## src/rtl/lsu_mem_port.sv

```systemverilog
// lsu_mem_port: byte/half/word load-store initiator for the word-addressed data_mem.
// Define LSU_ALIGN_CHECK_EN to enable the misaligned/illegal-size checks and the ERR state.
module lsu_mem_port #(
    parameter int ADDR_W = 11
) (
    input  logic              clk,
    input  logic              rst_n,
    input  logic              req_valid,
    output logic              req_ready,
    input  logic              req_we,
    input  logic [1:0]        req_size,
    input  logic              req_unsigned,
    input  logic [ADDR_W+1:0] req_addr,
    input  logic [31:0]       req_wdata,
    output logic              rsp_valid,
    output logic [31:0]       rsp_rdata,
    output logic              rsp_err,
    output logic              mem_write,
    output logic [ADDR_W-1:0] mem_addr,
    output logic [31:0]       mem_wdata,
    input  logic [31:0]       mem_rdata
);
    typedef enum logic [2:0] {
        IDLE, READ, WRITE, RESP
`ifdef LSU_ALIGN_CHECK_EN
        , ERR
`endif
    } state_t;

    state_t state, state_n;
    logic [ADDR_W+1:0] addr_q, addr_n;
    logic [1:0] size_q, size_n;
    logic we_q, uns_q;
    logic [31:0] wd_q, rd_q, lane, mask, merged, ld;
    logic [4:0] sh;

`ifdef LSU_ALIGN_CHECK_EN
    logic bad;
    assign size_n = req_size;
    assign addr_n = req_addr;
    assign bad = (req_size == 2'b11) || (req_size == 2'b01 && req_addr[0]) ||
                 (req_size == 2'b10 && req_addr[1:0] != 2'b00);
`else
    // without checking, oversize requests become words and low address bits are dropped
    assign size_n = (req_size == 2'b11) ? 2'b10 : req_size;
    assign addr_n = {req_addr[ADDR_W+1:2], req_addr[1] & (size_n != 2'b10), req_addr[0] & (size_n == 2'b00)};
`endif

    always_ff @(posedge clk or negedge rst_n) begin
        if (!rst_n) begin
            state  <= IDLE;
            addr_q <= '0;
            size_q <= '0;
            we_q   <= 1'b0;
            uns_q  <= 1'b0;
            wd_q   <= '0;
            rd_q   <= '0;
        end else begin
            state <= state_n;
            if (state == IDLE && req_valid) begin
                addr_q <= addr_n;
                size_q <= size_n;
                we_q   <= req_we;
                uns_q  <= req_unsigned;
                wd_q   <= req_wdata;
            end
            if (state == READ)
                rd_q <= mem_rdata;
        end
    end

    always_comb begin
        state_n = state;
        case (state)
            IDLE:
`ifdef LSU_ALIGN_CHECK_EN
                if (req_valid) state_n = bad ? ERR : (req_we && size_n == 2'b10) ? WRITE : READ;
`else
                if (req_valid) state_n = (req_we && size_n == 2'b10) ? WRITE : READ;
`endif
            READ:    state_n = we_q ? WRITE : RESP;
            WRITE:   state_n = RESP;
            default: state_n = IDLE;
        endcase
    end

    assign sh     = {addr_q[1:0], 3'b000};
    assign lane   = rd_q >> sh;
    assign ld     = (size_q == 2'b00) ? {{24{~uns_q & lane[7]}}, lane[7:0]} :
                    (size_q == 2'b01) ? {{16{~uns_q & lane[15]}}, lane[15:0]} : rd_q;
    assign mask   = (size_q == 2'b00) ? (32'h0000_00ff << sh) : (32'h0000_ffff << sh);
    assign merged = (size_q == 2'b10) ? wd_q : ((rd_q & ~mask) | ((wd_q << sh) & mask));

    assign req_ready = (state == IDLE);
    assign mem_write = (state == WRITE);
    assign mem_addr  = (state == READ || state == WRITE) ? addr_q[ADDR_W+1:2] : '0;
    assign mem_wdata = (state == WRITE) ? merged : '0;
    assign rsp_rdata = (state == RESP && !we_q) ? ld : '0;
`ifdef LSU_ALIGN_CHECK_EN
    assign rsp_valid = (state == RESP) || (state == ERR);
    assign rsp_err   = (state == ERR);
`else
    assign rsp_valid = (state == RESP);
    assign rsp_err   = 1'b0;
`endif
endmodule
```

## config.mk

```make
export PLATFORM = sky130hd
export DESIGN_NAME = lsu_mem_port
export DESIGN_NICKNAME = d
export VERILOG_FILES = /design/src/rtl/lsu_mem_port.sv
export SDC_FILE = /design/constraint.sdc
export NUM_CORES = 1
export LEC_CHECK = 0
export CAP_MARGIN = 20
export CORE_ASPECT_RATIO = 0.5
export CORE_MARGIN = 2
export CORE_UTILIZATION = 47
export CTS_CLUSTER_SIZE = 30
export DETAILED_ROUTE_END_ITERATION = 6
export PLACE_DENSITY_LB_ADDON = 0.3
export SLEW_MARGIN = 15
export SYNTH_ARGS = -nofsm -noshare
export SYNTH_HDL_FRONTEND = slang
export SYNTH_SLANG_ARGS = --single-unit
```

## constraint.sdc

```tcl
create_clock -name clk -period 3 [get_ports clk]
set_clock_uncertainty 0.15 [all_clocks]
set_input_delay 0.75 -clock clk [delete_from_list [all_inputs] [get_ports clk]]
set_output_delay 0.75 -clock clk [all_outputs]
set_load 0.005 [all_outputs]
```

### After elaboration in Yosys (flattened, before gate mapping)

Cells that the tools add are included.

* eq/ne operators: 9
* shifts and indexed selects: 4
* mux-type cells: 12
* bitwise operators: 9
* reductions and logical operators: 8

Operators by type and width (count)
* two-way mux 32 bit: 6
* bitwise AND 32 bit: 2
* inverter 32 bit: 1
* OR 32 bit: 1
* << shifter 16 x 5 -> 32 bit, first input constant: 1
* << shifter 32 x 5 -> 32 bit: 1
* << shifter 8 x 5 -> 32 bit, first input constant: 1
* >> shifter 32 x 5 -> 16 bit: 1
* two-way mux 11 bit: 1
* case mux 3 bit (3 select lines): 1
* == test 2 bit, second input constant: 3
* == test 3 x 2 -> 1 bit, second input constant: 2
* bitwise AND 1 bit: 4
* zero test 2 bit: 2
* two-way mux 2 bit: 2
* != test 2 bit, second input constant: 2
* == test 3 x 1 -> 1 bit, second input constant: 1
* logical AND 1 bit: 3
* zero test 3 bit: 1
* two-way mux 3 bit: 1
* == test 2 x 1 -> 1 bit, second input constant: 1
* zero test 1 bit: 1
* logical OR 1 bit: 1
* two-way mux 1 bit: 1
* inverter 1 bit: 1

* bits in registers: 84
* input port bits: 84
* output and inout port bits: 79
* word-level logic and storage cells: 49

### Longest topological paths before layout

Gate-level depths: netlist of the first run.

* depth after elaboration: 7
* depth in mapped cells: 7
* gate-level depth less buffers: 6

### Least setup slack after synthesis of the first run

No wires, ideal clock.

* path type: register to output
* start: reg state[0]
* end: out rsp_rdata[21]
* data arrival time: 1746 ps
* required time: 2100 ps
* setup slack: 354 ps
* stages on the path, launching flop included: 8
* buffers on the path: 3
* cells stage by stage: dfrtp_1 -> ha_1 -> nor2b_1 -> clkbuf_1 -> and2_1 -> buf_1 -> clkbuf_1 -> a21o_1

* longest elaborated chain between the ends: 3

Ends and longest elaborated chain
* start, declared: RTL line 30 `state_t state, state_n;`
* start signal, assigned: RTL line 59 `state <= state_n;`
* == test 3 x 2 -> 1 bit
* via rsp_valid: RTL line 15 `output logic rsp_valid,`
* logical AND 1 bit: RTL line 98 `assign rsp_rdata = (state == RESP && !we_q) ? ld : '0;`
* two-way mux 32 bit: RTL line 98
* end, declared: RTL line 16 `output logic [31:0] rsp_rdata,`

The timed path passes the listed nets, and every way through them passes these cells.

### Worst setup path after layout of the first run

* start: reg addr_q[1]
* end: out rsp_rdata[24]

* longest elaborated chain between the ends: 5
* elaborated cells between the ends (all ways): 6
* classes of those cells: shift (1); mux (3); bitwise (2)

Ends and longest elaborated chain
* start, declared: RTL line 31 `logic [ADDR_W+1:0] addr_q, addr_n;`
* start signal, assigned: RTL line 61 `addr_q <= addr_n;`
* >> shifter 32 x 5 -> 16 bit (*): RTL line 88 `assign lane = rd_q >> sh;`
* bitwise AND 1 bit: RTL line 90 `(size_q == 2'b01) ? {{16{~uns_q & lane[15]}}, lane[15:0]} : rd_q;`
* two-way mux 32 bit: RTL line 90
* two-way mux 32 bit (*): RTL line 89 `assign ld = (size_q == 2'b00) ? {{24{~uns_q & lane[7]}}, lane[7:0]} :`
* two-way mux 32 bit (*): RTL line 98

Mark *: on every way between the ends. The rest lies on a longest branch, timed or not.

==> results of run 1 <==
[cell usage in the layout, fill, tap and decap left out, types with 8 or more instances in the layout]
cell type	synthesis	layout
dlygate4sd2_1	0	22
nand2b_1	11	9
o21ai_1	17	26
o21ai_0	26	14
dfrtp_1	83	79
nor2_1	37	35
inv_1	14	12
and2_1	12	12
mux2_2	77	77
clkbuf_2	0	19
clkdlybuf4s50_1	0	101
dlymetal6s2s_1	0	13
clkbuf_16	0	10
buf_12	0	8
buf_4	3	47
a31oi_1	22	18
nand2_1	55	52
a21o_1	17	17
mux2i_1	26	19
[sequential cells by signal, summed over array words and instances (netlist names)]
| signal | count |
|---|---|
| state | 2 |
| size_q | 2 |
| wd_q | 32 |
| addr_q | 13 |
| rd_q | 32 |
| uns_q | 1 |
| we_q | 1 |
[synthesized netlist by cell type (all sizes together), types with 2 or more instances]
cell type	instances
a22oi	8
ha	5
a31oi	22
o21ai	44
nor2b	2
and2	13
inv	14
mux2i	26
a21oi	5
dfrtp	83
nor2	37
a21o	17
clkbuf	20
o221a	7
o221ai	8
nand2b	11
mux2	79
buf	17
or2	2
nand2	55
nor3	2
[cells by family after synthesis]
kind of cell | after synthesis | share of synthesized area
flops | 83 | 0.421
compound gates | 118 | 0.167
buf+inv | 52 | 0.0467
other cells | 1 | 0.000760
fa+ha+maj | 5 | 0.0127
mux | 105 | 0.234
xor+xnor | 1 | 0.00330
simple gates | 127 | 0.114
[metrics by stage]
step / std cells / setup TNS (ps) / instance area, µm²
2_1_floorplan: 492 / 0 / 4930
3_3_place_gp: 792 / 0 / 6890
3_5_place_dp: 792 / 0 / 6890
4_1_cts: 821 / -1570 / 7470
5_1_grt: 833 / -522 / 7630
6_report: 833 / -90.4 / 7630
[power by group through the flow]
stage | Sequential, µW | Combinational [µW] | Clock, µW
finish | 2420 | 5080 | 1100
floorplan | 2060 | 2620 | 0
global placement | 2300 | 4340 | 0
CTS | 2340 | 4690 | 1110
global route | 2460 | 5400 | 1170
detailed placement | 2320 | 4400 | 0
[per-layer routing]
| metal | vias to the layer above | share of wire |
|---|---|---|
| met5 | - | 0 |
| met1 | 2354 | 0.41 |
| met3 | 48 | 0.12 |
| met4 | 0 | 0.030 |
| met2 | 298 | 0.44 |
| li1 | 2143 | - |
[layout make-up]
type	count	area, µm²	area share
clock buffer	11	253	0.0331
inverter	15	56.3	0.00738
tap	140	175	0.0230
timing repair buffer	225	2180	0.285
multi-input combinational	357	2850	0.374
clock inverter	2	37.5	0.00492
sequential	83	2080	0.273
[how the worst min path moves through the flow]
stage	from	end	slack [ps]	cells past startpoint
2_1_floorplan	rst_n	addr_q[0]	300	0
3_3_place_gp	addr_q[7]	addr_q[7]	330	1
3_5_place_dp	addr_q[3]	addr_q[3]	340	1
4_1_cts	rst_n	addr_q[8]	270	1
5_1_grt	rst_n	wd_q[21]	280	1
6_report	rst_n	addr_q[8]	250	1
[timing repair]
action                                 CTS  global route
pin swaps                                9             7
cloned                                   2             1
gates resized for setup                109            70
setup buffers                           14            12
setup endpoints to repair               64            52
hold buffers                             0             0
endpoints found under the hold margin    0             0
==> results.txt, run 1 <==
WP buf/inv: 4
Cell Chain, Critical Path: mux2_4 -> a22oi_2 -> a2111oi_4 -> buf_4 -> buf_12 -> buf_4 -> a21o_1 -> clkbuf_2
Reg-to-reg endpoint: wd_q[11]
Port bufs: 161
Library cells used by synthesis: 47
CTS sink cnt: 83
Switching share of power: 0.404
Most frequent CP cell: buf_4
Worst EP required: 2100 ps
Area grow syn2layout: 54.8%
Max Root-Sink Buffers: 2
Post-synth EDFFs: 0
Slew headroom: 0.632
Initial core utilization: 0.483
R2R setup slack: 1030 ps
# diodes: 0
Worst-path clk slew: 60 ps
DR vias: 4843
Max Cap Violations: 0
Final net count: 780
Setup-failing EPs final: 2
CTS tree: yes
R2R depth: 5
Hold slack: 248 ps
Layout cell share with drive strength beyond 1: 0.335
Synth Area per Inst: 10.0 µm²
Maximum clock frequency: 0.328 GHz
Worst slew pin tran: 552 ps
Post-DP HPWL: 11300 µm
Max rail drop VDD: 0.000612 V
Cell Pwr Density: 1130 mW/mm²
Worst path top cell family by delay: buffers and inverters
Clock latency on the worst-skew pair: 340 ps
Clock share of power: 0.128
Max-slew violation count: 0
Pwr Total: 8590 µW
Status: complete, but fails checks
Die area: 0.0114 mm²
Crit path max fanout: 5
DR vias/cell: 5.81
Total CTS buffers: 9
Final Routed Wirelength: 16800 µm
Main flop type after synthesis: dfrtp_1
IO Pins: 163
End of the critical path: rsp_rdata[24]
Critical Setup Path Class: reg2out
GR Util met3: 0.118
Internal power: 5120 µW
Max stage delay cell, worst path: dfrtp_2
Row count: 26
CP Launch Type: register
Global route total overflow: 0
Sequential share of power: 0.281
Gr usage total: 0.286
H-tree levels: 3
First-pass GRT wire length: 24800 µm
Initial DRC Count: 582
Post-synthesis sequential area ratio: 0.421
Initial antenna violation count: 0
Root Buffer: clkbuf_16
Mapped Cells: 492
Synth Warn #: 0
Largest cells by area after synthesis: dfrtp_1 (42%), mux2_2 (18%), mux2i_1 (5.3%), nand2_1 (4.2%), nor2_1 (2.8%)
Die span in y: 76.4 µm
Area leader, netlist: dfrtp_1
Global-route track usage on met2: 0.423
Setup WS post-layout: -46.0 ps
Vias in the first global route: 4509
Slowest stage delay, CP: 450 ps
Final hold vios: 0
Async set-reset flop share out of synthesis: 1.00
Pin count of the biggest net entering global routing: 44
Failing checks: negative setup slack
Min-Delay Path Class: in2async
Crit path from: addr_q[1]
Worst path depth: 8
Psw: 3470 µW
Pre-antenna DRT Iters: 7
Routed WL per cell: 20.1 µm
Fin crit period: 3050 ps
Final Util: 0.747
Leak: 0.00359 µW
DRC: 0
Gr busiest metal: met2
Number of synthesized register bits: 83
Syn nets: 581
Layout fillers: 711
Tcrit/Tclk final: 1.02
Met1 Usage GRT: 0.379
Arr. time, crit path: 2150 ps
Core ar.: 0.0102 mm²
RSZ-0062 raised after global routing: yes
Routed Antenna Nets: 0
Synth top area share: 0.421
Die width: 149 µm
Cell area after synthesis: 0.00493 mm²
R2r startpoint: state[1]
Comb pwr share: 0.591
Gp weighted congestion: 0.928
Setup WS pre-CTS: 71.3 ps
Worst setup EP type: output port
Power figures use the tool's default switching activity.
==> run 2: changes to the inputs <==
Settings changed: CAP_MARGIN 20 to 40, SLEW_MARGIN 15 to 20.
==> results of run 2 <==
Final layout, timing and power as in run 1 (identical DEF).
==> run 3: changes to the inputs <==
Settings changed: CORE_ASPECT_RATIO 0.5 to 1.1.
==> run 3 against run 2 <==
The run still ends with negative setup slack left; non-clock buffer count is 1 higher; global-route usage is 0.44 points lower; register-to-register slack hardly changed; utilization is 0.83 points lower; total power is 1.0% lower; clock-buffer cell count is 2 higher; critical endpoint is now rsp_rdata[19]; flip-flop and latch count stayed put; critical path depth is 1 higher; first-iteration DRC count is 53% lower.
==> results.txt, run 3 (synthesis gave the netlist of run 1 again) <==
Setup WS pre-CTS: -21.5 ps
Most frequent cells in the layout: clkdlybuf4s50_1 (97), dfrtp_1 (80), mux2_2 (77)
Leak: 0.00352 µW
Min-Delay Path Class: in2async
Gp weighted congestion: 0.879
Initial DRC Count: 275
Placed Instance Area: 0.00682 mm²
Final hold vios: 0
CTS sink cnt: 83
Routed WL per cell: 19.4 µm
Maximum clock frequency: 0.321 GHz
Root Buffer: clkbuf_16
Max rail drop VDD: 0.000510 V
Worst EP required: 2100 ps
Final Util: 0.739
Crit path max fanout: 4
Global route total overflow: 0
Port bufs: 161
H-tree levels: 3
Worst setup EP type: output port
Initial core utilization: 0.479
First-pass GRT wire length: 24600 µm
Pre-antenna DRT Iters: 5
Clock latency on the worst-skew pair: 340 ps
Worst-path clk slew: 60 ps
Reg-to-reg endpoint: addr_q[7]
Die width: 102 µm
Vias in the first global route: 4739
Routed Antenna Nets: 0
Final Non-Filler Cells: 839
DP Cell Count: 790
R2r startpoint: state[1]
RSZ-0062 raised after global routing: yes
IO Pins: 163
Gr usage total: 0.281
Max-slew violation count: 0
Status: complete, but fails checks
Layout cell share with drive strength beyond 1: 0.359
Most common cell after layout, fill and taps aside: clkdlybuf4s50_1
Worst slew pin tran: 594 ps
Die span in y: 111 µm
Max Cap Violations: 0
Total CTS buffers: 9
Area grow syn2layout: 54.3%
Fin crit period: 3110 ps
Crit path from: addr_q[1]
Tcrit/Tclk final: 1.04
Row count: 39
DRC: 0
# diodes: 0
R2R depth: 5
Cell Pwr Density: 1120 mW/mm²
DR vias/cell: 5.58
R2R setup slack: 1030 ps
Max Root-Sink Buffers: 2
Final net count: 781
Setup WS post-layout: -111 ps
Pwr Total: 8500 µW
CTS tree: yes
Pin count of the biggest net entering global routing: 44
CP Launch Type: register
Arr. time, crit path: 2210 ps
Hold Buf Count CTS: 0
Core ar.: 0.0103 mm²
Failing checks: negative setup slack
Critical Setup Path Class: reg2out
DR vias: 4678
Slew headroom: 0.604
Top Registers: rd_q: 32 flops, wd_q: 32 flops, addr_q: 13 flops
Final Routed Wirelength: 16300 µm
Die area: 0.0113 mm²
Post-DP HPWL: 11400 µm
Finished layout cell area: 0.00761 mm²
Initial antenna violation count: 0
Setup-failing EPs final: 16
==> run 3: cell types whose count changed in the layout (fill, tap and decap cells not counted), sizes merged <==
cell / delta
dlymetal6s2s: -7
buf: +18
clkinv: +1
dlygate4sd2: -4
clkinvlp: -1
bufbuf: -1
clkdlybuf4s50: -4
clkdlybuf4s15: +1
==> run 3: through the flow <==
| stage | TNS [ps] | hold slack, ps |
|---|---|---|
| detailed placement | -181 | 339 |
| CTS | -1440 | 270 |
| global route | -2780 | 300 |
| finish | -563 | 259 |
| floorplan | 0 | 304 |
| global placement | 0 | 330 |
==> run 3: critical path, stage by stage (launching register included) <==
cell and delay [ps]:
dfrtp_2 430, mux2_4 330, a22oi_2 260, a2111oi_4 110
buf_4 160, buf_6 110, buf_6 110, buf_6 100
a21o_1 140, buf_2 120
==> run 3: power by group <==
part           switching, µW  internal [µW]  total [µW]
Sequential               691           1700        2400
Clock                    427            685        1110
Combinational           2320           2670        4990
==> run 3: what timing repair did <==
action,CTS,global route
setup endpoints to repair,65,51
pin swaps,33,19
buffers inserted,27,8
endpoints found under the hold margin,0,0
gates cloned,1,1
gates resized for setup,172,77
==> run 3: layout make-up <==
type,count,area [µm²]
multi-input combinational,357,2910
fill,727,2690
clock buffer,13,260
timing repair buffer,226,2090
inverter,15,56.3
clock inverter,2,35.0
tap,143,179
sequential,83,2080
==> run 3: how the worst max path moves through the flow <==
stage,to,slack [ps]
2_1_floorplan,rsp_rdata[21],350
3_3_place_gp,rsp_rdata[27],40
3_5_place_dp,rsp_rdata[23],-20
4_1_cts,rsp_rdata[26],-190
5_1_grt,rsp_rdata[19],-220
6_report,rsp_rdata[19],-110
==> run 3: routing by layer <==
metal / up-vias / wire, µm / global-route usage
met4: 0 / 577 / 0.132
met5: - / 0 / 0
met2: 219 / 7970 / 0.454
met1: 2270 / 6540 / 0.365
li1: 2154 / - / -
met3: 35 / 1160 / 0.0490
